### src/rtl/eth_pkg.sv
// -----------------------------------------------------------------------------
// eth_pkg
// Shared definitions for the Ethernet transmit path.
//   arb_state_t : transmit arbiter FSM states
//   ETH_IFG     : inter-frame gap in byte times
//   SRC_*       : transmit engine indices on the arbiter
// -----------------------------------------------------------------------------
package eth_pkg;

    typedef enum logic [1:0] {
        IDLE  = 2'd0,
        START = 2'd1,
        BUSY  = 2'd2,
        GAP   = 2'd3
    } arb_state_t;

    localparam int unsigned ETH_IFG = 12;

    localparam int unsigned SRC_ARP  = 0;
    localparam int unsigned SRC_ICMP = 1;
    localparam int unsigned SRC_UDP  = 2;

endpackage

### src/rtl/eth_tx_arb_if.sv
// -----------------------------------------------------------------------------
// eth_tx_arb_if
// Bundle between the per-protocol transmit engines and the transmit arbiter.
//   req       : engine -> arbiter, transmit request (pulse or level)
//   done      : engine -> arbiter, frame finished
//   src_tx_en : engine -> arbiter, per-engine gmii_tx_en
//   src_txd   : engine -> arbiter, per-engine gmii_txd, engine i at [8i+7:8i]
//   start     : arbiter -> engine, one-cycle start pulse
//   grant     : arbiter -> engine, one-hot port owner
// master = engine side, slave = arbiter side.
// -----------------------------------------------------------------------------
interface eth_tx_arb_if #(
    parameter int unsigned N_REQ = 3
);

    logic [N_REQ-1:0]   req;
    logic [N_REQ-1:0]   done;
    logic [N_REQ-1:0]   src_tx_en;
    logic [8*N_REQ-1:0] src_txd;
    logic [N_REQ-1:0]   start;
    logic [N_REQ-1:0]   grant;

    modport master (
        output req,
        output done,
        output src_tx_en,
        output src_txd,
        input  start,
        input  grant
    );

    modport slave (
        input  req,
        input  done,
        input  src_tx_en,
        input  src_txd,
        output start,
        output grant
    );

endinterface

### src/rtl/rr_pick.sv
// -----------------------------------------------------------------------------
// rr_pick
// Combinational round-robin picker. Searches pend upward starting one above
// last, wrapping modulo N_REQ, and returns the first set index.
//   pend   : in,  pending request vector
//   last   : in,  index of the previously served requester
//   winner : out, one-hot winner (zero when nothing pending)
//   valid  : out, a winner exists
// -----------------------------------------------------------------------------
module rr_pick #(
    parameter int unsigned N_REQ = 3,
    parameter int unsigned IdxW  = (N_REQ > 1) ? $clog2(N_REQ) : 1
) (
    input  logic [N_REQ-1:0] pend,
    input  logic [IdxW-1:0]  last,
    output logic [N_REQ-1:0] winner,
    output logic             valid
);

    always_comb begin
        logic [IdxW-1:0] idx;
        winner = '0;
        valid  = 1'b0;
        idx    = '0;
        for (int k = 1; k <= int'(N_REQ); k++) begin
            idx = IdxW'((int'(last) + k) % int'(N_REQ));
            if (!valid && pend[idx]) begin
                winner[idx] = 1'b1;
                valid       = 1'b1;
            end
        end
    end

endmodule

### src/rtl/eth_tx_arb.sv
// -----------------------------------------------------------------------------
// eth_tx_arb
// Round-robin owner of the single GMII transmit port. Latches engine requests,
// issues one start pulse at a time, muxes the owner's GMII stream to the PHY
// (one register stage) and forces an inter-frame gap after every frame.
// A watchdog releases the port if the owner never reports done.
//   clk         : in,  gmii_tx_clk
//   rst         : in,  synchronous active-high reset
//   src         : slave side of eth_tx_arb_if (req/done/src_* in, start/grant out)
//   busy        : out, arbiter not idle
//   gmii_tx_en  : out, registered transmit enable to the PHY
//   gmii_txd    : out, registered transmit data to the PHY
//   timeout_err : out, one-cycle pulse when the watchdog releases the port
// -----------------------------------------------------------------------------
module eth_tx_arb
    import eth_pkg::*;
#(
    parameter int unsigned N_REQ          = 3,
    parameter int unsigned IFG_CYCLES     = ETH_IFG,
    parameter int unsigned TIMEOUT_CYCLES = 4096
) (
    input  logic               clk,
    input  logic               rst,
    eth_tx_arb_if.slave        src,
    output logic               busy,
    output logic               gmii_tx_en,
    output logic [7:0]         gmii_txd,
    output logic               timeout_err
);

    localparam int unsigned IdxW = (N_REQ > 1) ? $clog2(N_REQ) : 1;
    localparam int unsigned GapW = $clog2(IFG_CYCLES + 1);
    localparam int unsigned WdW  = 13;

    localparam logic [IdxW-1:0] LAST_RST = IdxW'(N_REQ - 1);
    localparam logic [GapW-1:0] GAP_LAST = GapW'(IFG_CYCLES - 1);
    localparam logic [WdW-1:0]  WD_LAST  = WdW'(TIMEOUT_CYCLES - 1);

    arb_state_t        state_q, state_d;
    logic [N_REQ-1:0]  pend_q;
    logic [N_REQ-1:0]  grant_q, grant_d;
    logic [N_REQ-1:0]  clr;
    logic [N_REQ-1:0]  start_oh;
    logic [N_REQ-1:0]  winner;
    logic              win_valid;
    logic [IdxW-1:0]   last_q, last_d;
    logic [IdxW-1:0]   win_idx;
    logic [GapW-1:0]   gap_q;
    logic [WdW-1:0]    wdog_q;
    logic              done_g;
    logic              wd_fire;
    logic              timeout_fire;
    logic              timeout_q;
    logic              en_q;
    logic [7:0]        txd_q;
    logic [7:0]        txd_mux;

    rr_pick #(
        .N_REQ (N_REQ),
        .IdxW  (IdxW)
    ) u_pick (
        .pend   (pend_q),
        .last   (last_q),
        .winner (winner),
        .valid  (win_valid)
    );

    always_comb begin
        win_idx = '0;
        for (int unsigned i = 0; i < N_REQ; i++) begin
            if (winner[i]) win_idx = IdxW'(i);
        end
    end

    // Only the owner's done counts; other engines' done pulses are ignored.
    assign done_g  = |(src.done & grant_q);
    assign wd_fire = (wdog_q == WD_LAST);

    always_comb begin
        state_d      = state_q;
        grant_d      = grant_q;
        last_d       = last_q;
        clr          = '0;
        start_oh     = '0;
        timeout_fire = 1'b0;
        unique case (state_q)
            IDLE: begin
                grant_d = '0;
                if (win_valid) begin
                    grant_d = winner;
                    last_d  = win_idx;
                    state_d = START;
                end
            end
            START: begin
                start_oh = grant_q;
                clr      = grant_q;
                state_d  = BUSY;
            end
            BUSY: begin
                if (done_g) begin
                    state_d = GAP;
                end else if (wd_fire) begin
                    timeout_fire = 1'b1;
                    state_d      = GAP;
                end
            end
            GAP: begin
                // Grant stays through the gap so the last registered byte drains.
                if (gap_q == GAP_LAST) begin
                    grant_d = '0;
                    state_d = IDLE;
                end
            end
            default: state_d = IDLE;
        endcase
    end

    always_comb begin
        txd_mux = '0;
        for (int unsigned i = 0; i < N_REQ; i++) begin
            if (grant_q[i]) txd_mux = txd_mux | src.src_txd[8*i +: 8];
        end
    end

    always_ff @(posedge clk) begin
        if (rst) begin
            state_q   <= IDLE;
            pend_q    <= '0;
            grant_q   <= '0;
            last_q    <= LAST_RST;
            gap_q     <= '0;
            wdog_q    <= '0;
            timeout_q <= 1'b0;
            en_q      <= 1'b0;
            txd_q     <= '0;
        end else begin
            state_q   <= state_d;
            // A request in the same cycle as its clear keeps the bit set.
            pend_q    <= (pend_q & ~clr) | src.req;
            grant_q   <= grant_d;
            last_q    <= last_d;
            gap_q     <= (state_q == GAP) ? gap_q + GapW'(1) : '0;
            wdog_q    <= (state_q == BUSY) ? wdog_q + WdW'(1) : '0;
            timeout_q <= timeout_fire;
            en_q      <= |(grant_q & src.src_tx_en);
            txd_q     <= txd_mux;
        end
    end

    assign src.start   = start_oh;
    assign src.grant   = grant_q;
    assign busy        = (state_q != IDLE);
    assign gmii_tx_en  = en_q;
    assign gmii_txd    = txd_q;
    assign timeout_err = timeout_q;

endmodule

### src/flat_wrapper.sv
// flat-port wrapper written by rule: the top's interface ports become plain ports
module eth_tx_arb_flat import eth_pkg::*;
#(
    parameter int unsigned N_REQ          = 3,
    parameter int unsigned IFG_CYCLES     = ETH_IFG,
    parameter int unsigned TIMEOUT_CYCLES = 4096
)
  (clk, rst, busy, gmii_tx_en, gmii_txd, timeout_err, src_req, src_done, src_src_tx_en, src_src_txd, src_start, src_grant);
  eth_tx_arb_if #(.N_REQ(N_REQ)) src_i ();
  input  logic clk;
  input  logic rst;
  output logic busy;
  output logic gmii_tx_en;
  output logic [7:0] gmii_txd;
  output logic timeout_err;
  input wire logic [$bits(src_i.req)-1:0] src_req;
  input wire logic [$bits(src_i.done)-1:0] src_done;
  input wire logic [$bits(src_i.src_tx_en)-1:0] src_src_tx_en;
  input wire logic [$bits(src_i.src_txd)-1:0] src_src_txd;
  output wire logic [$bits(src_i.start)-1:0] src_start;
  output wire logic [$bits(src_i.grant)-1:0] src_grant;
  assign src_i.req = src_req;
  assign src_i.done = src_done;
  assign src_i.src_tx_en = src_src_tx_en;
  assign src_i.src_txd = src_src_txd;
  assign src_start = src_i.start;
  assign src_grant = src_i.grant;
  eth_tx_arb #(.N_REQ(N_REQ), .IFG_CYCLES(IFG_CYCLES), .TIMEOUT_CYCLES(TIMEOUT_CYCLES)) u_core (.clk(clk), .rst(rst), .src(src_i), .busy(busy), .gmii_tx_en(gmii_tx_en), .gmii_txd(gmii_txd), .timeout_err(timeout_err));
endmodule
### config.mk
export PLATFORM = sky130hd
export DESIGN_NAME = eth_tx_arb_flat
export DESIGN_NICKNAME = d
export VERILOG_FILES = /design/src/rtl/eth_pkg.sv /design/src/rtl/eth_tx_arb_if.sv /design/src/rtl/rr_pick.sv /design/src/rtl/eth_tx_arb.sv /design/src/flat_wrapper.sv
export SDC_FILE = /design/constraint.sdc
export NUM_CORES = 1
export LEC_CHECK = 0
export CAP_MARGIN = 10
export CELL_PAD_IN_SITES_DETAIL_PLACEMENT = 1
export CELL_PAD_IN_SITES_GLOBAL_PLACEMENT = 1
export CORE_ASPECT_RATIO = 0.7
export CORE_MARGIN = 2
export CORE_UTILIZATION = 34
export DETAILED_ROUTE_END_ITERATION = 10
export PLACE_DENSITY = 0.79
export SYNTH_ARGS = -nofsm -noshare
export SYNTH_HDL_FRONTEND = slang
export SYNTH_SLANG_ARGS = --single-unit
### constraint.sdc
create_clock -name clk -period 2.5 [get_ports clk]
set_clock_uncertainty 0.15 [all_clocks]
set_input_delay 0.5 -clock clk [delete_from_list [all_inputs] [get_ports clk]]
set_output_delay 0.5 -clock clk [all_outputs]
set_load 0.01 [all_outputs]
After elaboration in Yosys (flattened, before gate mapping)
Cells that the tools add are included.

word-level totals
  bits in registers = 37
  bits of input ports = 35
  output and inout port bits = 17
  word-level logic and storage cells = 93

operators by class
  add/sub/neg operators = 5
  div/mod/pow operators = 3
  $lt $le $gt $ge = 6
  equal/unequal tests = 8
  muxes and demuxes = 33
  bitwise operators = 11
  reductions and logical operators = 18

operators with widths
  kind                                                               count
  remainder unit 32 x 3 -> 32 bit, second input constant             3
  two-way mux 8 bit                                                  3
  two-way mux 3 bit                                                  6
  bitwise OR 8 bit                                                   2
  adder 13 x 1 -> 13 bit, second input constant                      1
  == test 13 x 12 -> 1 bit, second input constant                    1
  two-way mux 1 bit                                                  11
  two-way mux 2 bit                                                  5
  bitwise AND 3 bit                                                  3
  less-than comparator 2 x 3 -> 1 bit, second input constant         3
  bitwise OR 3 bit                                                   3
  case mux 2 bit (4 select lines)                                    1
  adder 2 x 2 -> 3 bit, second input constant                        2
  binary-select mux 1 bit (select 2 bit)                             3
  demux 1 bit (select 2 bit)                                         3
  greater-or-equal comparator 2 x 1 -> 1 bit, second input constant  3
  case mux 3 bit (2 select lines)                                    1
  OR reduction 3 bit                                                 2
  logical AND 1 bit                                                  5
  OR reduction 5 bit                                                 1
  adder 4 x 1 -> 4 bit, second input constant                        1
  == test 2 bit, second input constant                               2
  == test 4 bit, second input constant                               1
  AND reduction 2 bit                                                2
  other kinds (12)                                                   16

Longest topological paths before layout
  word-level depth = 13
  mapped depth = 8
  mapped depth without buffers = 7

Hierarchy
From an unflattened synthesis, not the netlist that was laid out.

second synthesis, totals
  cells, all modules = 206
  area, all modules = 1813.0 um^2

by module, submodules not included
  module      times used  cells an instance  area each (um^2)  seq. area each (um^2)
  eth_tx_arb  1           167                1545.2            740.7
  rr_pick     1           39                 267.8             0.0

Least setup slack after synthesis
No wires, ideal clock.

  kind = register to register
  start = reg u_core.last_q[0]
  end = reg u_core.last_q[1]
  setup time = 0.119 ns
  arrival = 1.856 ns
  required time = 2.231 ns
  setup slack = 0.376 ns
  stages on the path, launching flop included = 8
  buffers on the path = 1
  clock period less this slack = 2.124 ns
  cells stage by stage = dfxtp_1 -> inv_1 -> ha_1 -> clkbuf_1 -> and3_1 -> o41ai_1 -> mux2i_1 -> nand2_1

on the way
  cells in the longest elaborated chain, start to end = 12
  elaborated cells between the ends (all ways) = 41
  classes of those cells = 3 x add/sub; 3 x div; 6 x order compare; 19 x mux; 2 x bitwise; 8 x reduce/logical

RTL lines
  what                                                                                     line                          text
  start: declaration                                                                       eth_tx_arb.sv:46              logic [IdxW-1:0] last_q, last_d;
  start signal: assignment                                                                 eth_tx_arb.sv:142             last_q <= last_d;
  adder 2 x 1 -> 3 bit                                                                     rr_pick.sv:26                 idx = IdxW'((int'(last) + k) % int'(N_REQ));
  remainder unit 32 x 3 -> 32 bit                                                          rr_pick.sv:26
  less-than comparator 2 x 3 -> 1 bit (implied by the code), or another cell as far along  rr_pick.sv:28                 winner[idx] = 1'b1;
  logical AND 1 bit (implied by the code) or two-way mux 1 bit (tied branches)             rr_pick.sv:28, rr_pick.sv:27
  two-way mux 1 bit (on tied branches)                                                     rr_pick.sv:28, rr_pick.sv:27
  demux 1 bit (select 2 bit) or zero test 1 bit (tied branches)                            rr_pick.sv:28, rr_pick.sv:27
  two-way mux 3 bit or logical AND 1 bit (tied branches)                                   rr_pick.sv:27                 if (!valid && pend[idx]) begin
  bitwise OR 3 bit (no source line) or two-way mux 1 bit (tied branches)                   n/a
  two-way mux 3 bit or zero test 1 bit (tied branches)                                     rr_pick.sv:27
  bitwise OR 3 bit (no source line) or logical AND 1 bit (tied branches)                   n/a
  two-way mux 3 bit or two-way mux 1 bit (tied branches)                                   rr_pick.sv:27
  two-way mux 2 bit or AND reduction 2 bit (tied branches)                                 n/a

Several ways; a longest one is shown, not always the timed one. The select of a mux whose other input is x is not followed.
A chain may end at the register's enable or synchronous reset.

Worst setup path after layout
  start = reg u_core.state_q[0]
  end = out busy

on the way
  cells in the longest elaborated chain, start to end = 1

RTL lines
  what                      line                text
  start: declaration        eth_tx_arb.sv:39    arb_state_t state_q, state_d;
  start signal: assignment  eth_tx_arb.sv:138   state_q <= state_d;
  nonzero test 2 bit        eth_tx_arb.sv:153   assign busy = (state_q != IDLE);
  end: declaration          flat_wrapper.sv:12  output logic busy;

No other way between the ends.

==> impl_metrics.env <==
export IMPL_start_kind="flip-flop"
export IMPL_synth_enable_flop_cells=0
export IMPL_worstPathMaxFanout=4
export IMPL_yosysWarnings=0
export IMPL_rsz0062_at_grt="false"
export IMPL_clock_latency_ps=300
export IMPL_via_count=1663
export IMPL_postLayoutCoreUtil=0.516
export IMPL_synth_ff_type="dfxtp_1"
export IMPL_vdd_drop_max_uv=329
export IMPL_grtUsageTotal=0.171
export IMPL_cts_inserted_buffers=5
export IMPL_core_area_um2=4890
export IMPL_clock_sinks=37
export IMPL_num_nets_final=303
export IMPL_synth_cells=201
export IMPL_clock_root_buffer="clkbuf_8"
export IMPL_max_freq_ghz=0.419
export IMPL_die_h_um=64.4
export IMPL_p_leak_nw=0.987
export IMPL_rr_startpoint="u_core.last_q[0]"
export IMPL_io_buffers=51
export IMPL_hpwl_um=3770
export IMPL_synth_seq_area_share=0.418
export IMPL_wirelength_um=4920
export IMPL_asyncSetResetFlopFracSynth=0
export IMPL_pwr_density_cell_nw_per_um2=839
export IMPL_tns_ps=0
export IMPL_slowest_delay_ps=550
export IMPL_grt_pass1_wl_um=7980
export IMPL_startpoint="u_core.state_q[0]"
export IMPL_antenna_cells=0
export IMPL_status="finished clean"
export IMPL_cp_slowest_cell="clkdlybuf4s50_1"
export IMPL_period_share=0.955
export IMPL_crit_chain="inv_1 > ha_1 > inv_1 > clkdlybuf4s50_1"
export IMPL_start_util=0.363
export IMPL_syn_num_nets=246
export IMPL_die_area_um2=5820
export IMPL_wire_per_inst_um=15.0
export IMPL_final_common_cell="clkdlybuf4s50_1"
export IMPL_place_congestion=0.875
export IMPL_hold_path_class="flip-flop to flip-flop"
export IMPL_cts_buffer_depth=2
export IMPL_rr_worst_depth=7
export IMPL_arrival_ps=1740
export IMPL_holdPathStages=1
export IMPL_dieWidth_um=90.3
export IMPL_syn_area_um2=1770
export IMPL_ys_ff_latch=37
export IMPL_cts_resized=0
export IMPL_drt_pre_antenna_iters=6
export IMPL_maxCapViolCount=0
export IMPL_drv_slew=0
export IMPL_endpoint_kind="primary output"
export IMPL_worst_path_buf_inv=3
export IMPL_required_ps=1850
export IMPL_hp_start="u_core.gap_q[0]"
export IMPL_hold_viol=0
export IMPL_slew_headroom=0.657
export IMPL_worst_slew_pin_slew_ps=514
export IMPL_syn2layout_area_growth_pct=42.1
export IMPL_h_tree_depth=2
export IMPL_drt_initial_drc_count=62
export IMPL_final_cell_mix="51 x clkdlybuf4s50_1, 37 x dfxtp_1, 34 x nor2_1"
export IMPL_hold_buffers=0
export IMPL_crit_cells=4
export IMPL_crit_family="buffers and inverters"
export IMPL_avgSynthCellArea_um2=8.82
export IMPL_overflow=0
export IMPL_ant_nets=0
export IMPL_tritoncts="done"
export IMPL_path_class="flip-flop to primary output"
export IMPL_cp_common_cell="inv_1"
export IMPL_synth_distinct_cells=39
export IMPL_rows=21
export IMPL_grt_max_degree=18
export IMPL_finalCriticalPeriod_ps=2390
export IMPL_fill_cells=585
export IMPL_final_setup_viol_count=0
export IMPL_cts_setup_buffers=0
export IMPL_ioPinCount=52
export IMPL_drc=0
export IMPL_antenna_found_initial=0
export IMPL_vias_per_cell=5.07
export IMPL_clk_pin_slew_ps=80
export IMPL_drive_above_1_share=0.0772
export IMPL_grt_pass1_vias=1671
[synth_stat cells, drive strengths merged (3+ instances only)]
master	count	area (um2)
nor2	34	128
a222oi	10	100
xnor2	7	61.3
nand2	15	56.3
mux2i	6	60.1
nand3	7	35.0
clkbuf	7	26.3
o21ai	5	25.0
ha	10	125
dfxtp	37	741
a21oi	8	40.0
inv	13	48.8
nand2b	4	25.0
and3	4	25.0
xor2	3	26.3
[through the flow]
step                      std cells  worst slack (ps)  cell area (um2)  total power, mW  hold slack [ps]
after CTS                       328               135             2510             2.11              312
final                           328               112             2520             2.11              308
after detailed placement        320               158             2390             1.55              294
after global routing            328              4.47             2520             2.24              324
after floorplan                 201               376             1770             1.24              268
after global placement          320               198             2390             1.53              280
[flip-flops by register name (all words and copies together) (netlist names)]
name / count
u_core.pend_q: 3
u_core.timeout_err: 1
u_core.gap_q: 4
u_core.state_q: 2
u_core.wdog_q: 13
u_core.last_q: 2
u_core.gmii_tx_en: 1
u_core.src.grant: 3
u_core.gmii_txd: 8
[where the power goes]
group,switching (mW),internal [mW],leakage [nW]
Combinational,0.422,0.408,0.629
Clock,0.223,0.324,0.0574
Sequential,0.0751,0.661,0.300
[kinds of logic (layout without fill, tap and decap cells)]
kind of cell / after synthesis / after routing / share of synthesized area
compound gates: 41 / 41 / 0.183
flops: 37 / 37 / 0.418
buf+inv: 21 / 79 / 0.0445
fa+ha+maj: 10 / 10 / 0.0706
mux: 7 / 7 / 0.0402
xor+xnor: 10 / 10 / 0.0494
simple gates: 75 / 75 / 0.195
[final cells by class]
class                   count  area, um2  area share
clock inverters             2       37.5      0.0149
flip-flops and latches     37        741       0.294
well taps                  69       86.3      0.0343
inverters                  14       52.6      0.0209
multi-input cells         143        965       0.383
repair buffers             57        556       0.220
clock buffers               6       82.6      0.0328
[metal layers]
layer	part of all wire	GRT usage
met1	0.49	0.227
met2	0.45	0.267
met3	0.058	0.0674
met4	0.0073	0.0346
met5	0	0
[final timing paths]
check	slack [ps]	endpoint
max	110	busy
min	310	u_core.gap_q[0]
max reg2reg	220	u_core.state_q[1]
min reg2reg	310	u_core.gap_q[0]
Power figures use the tool's default switching activity.
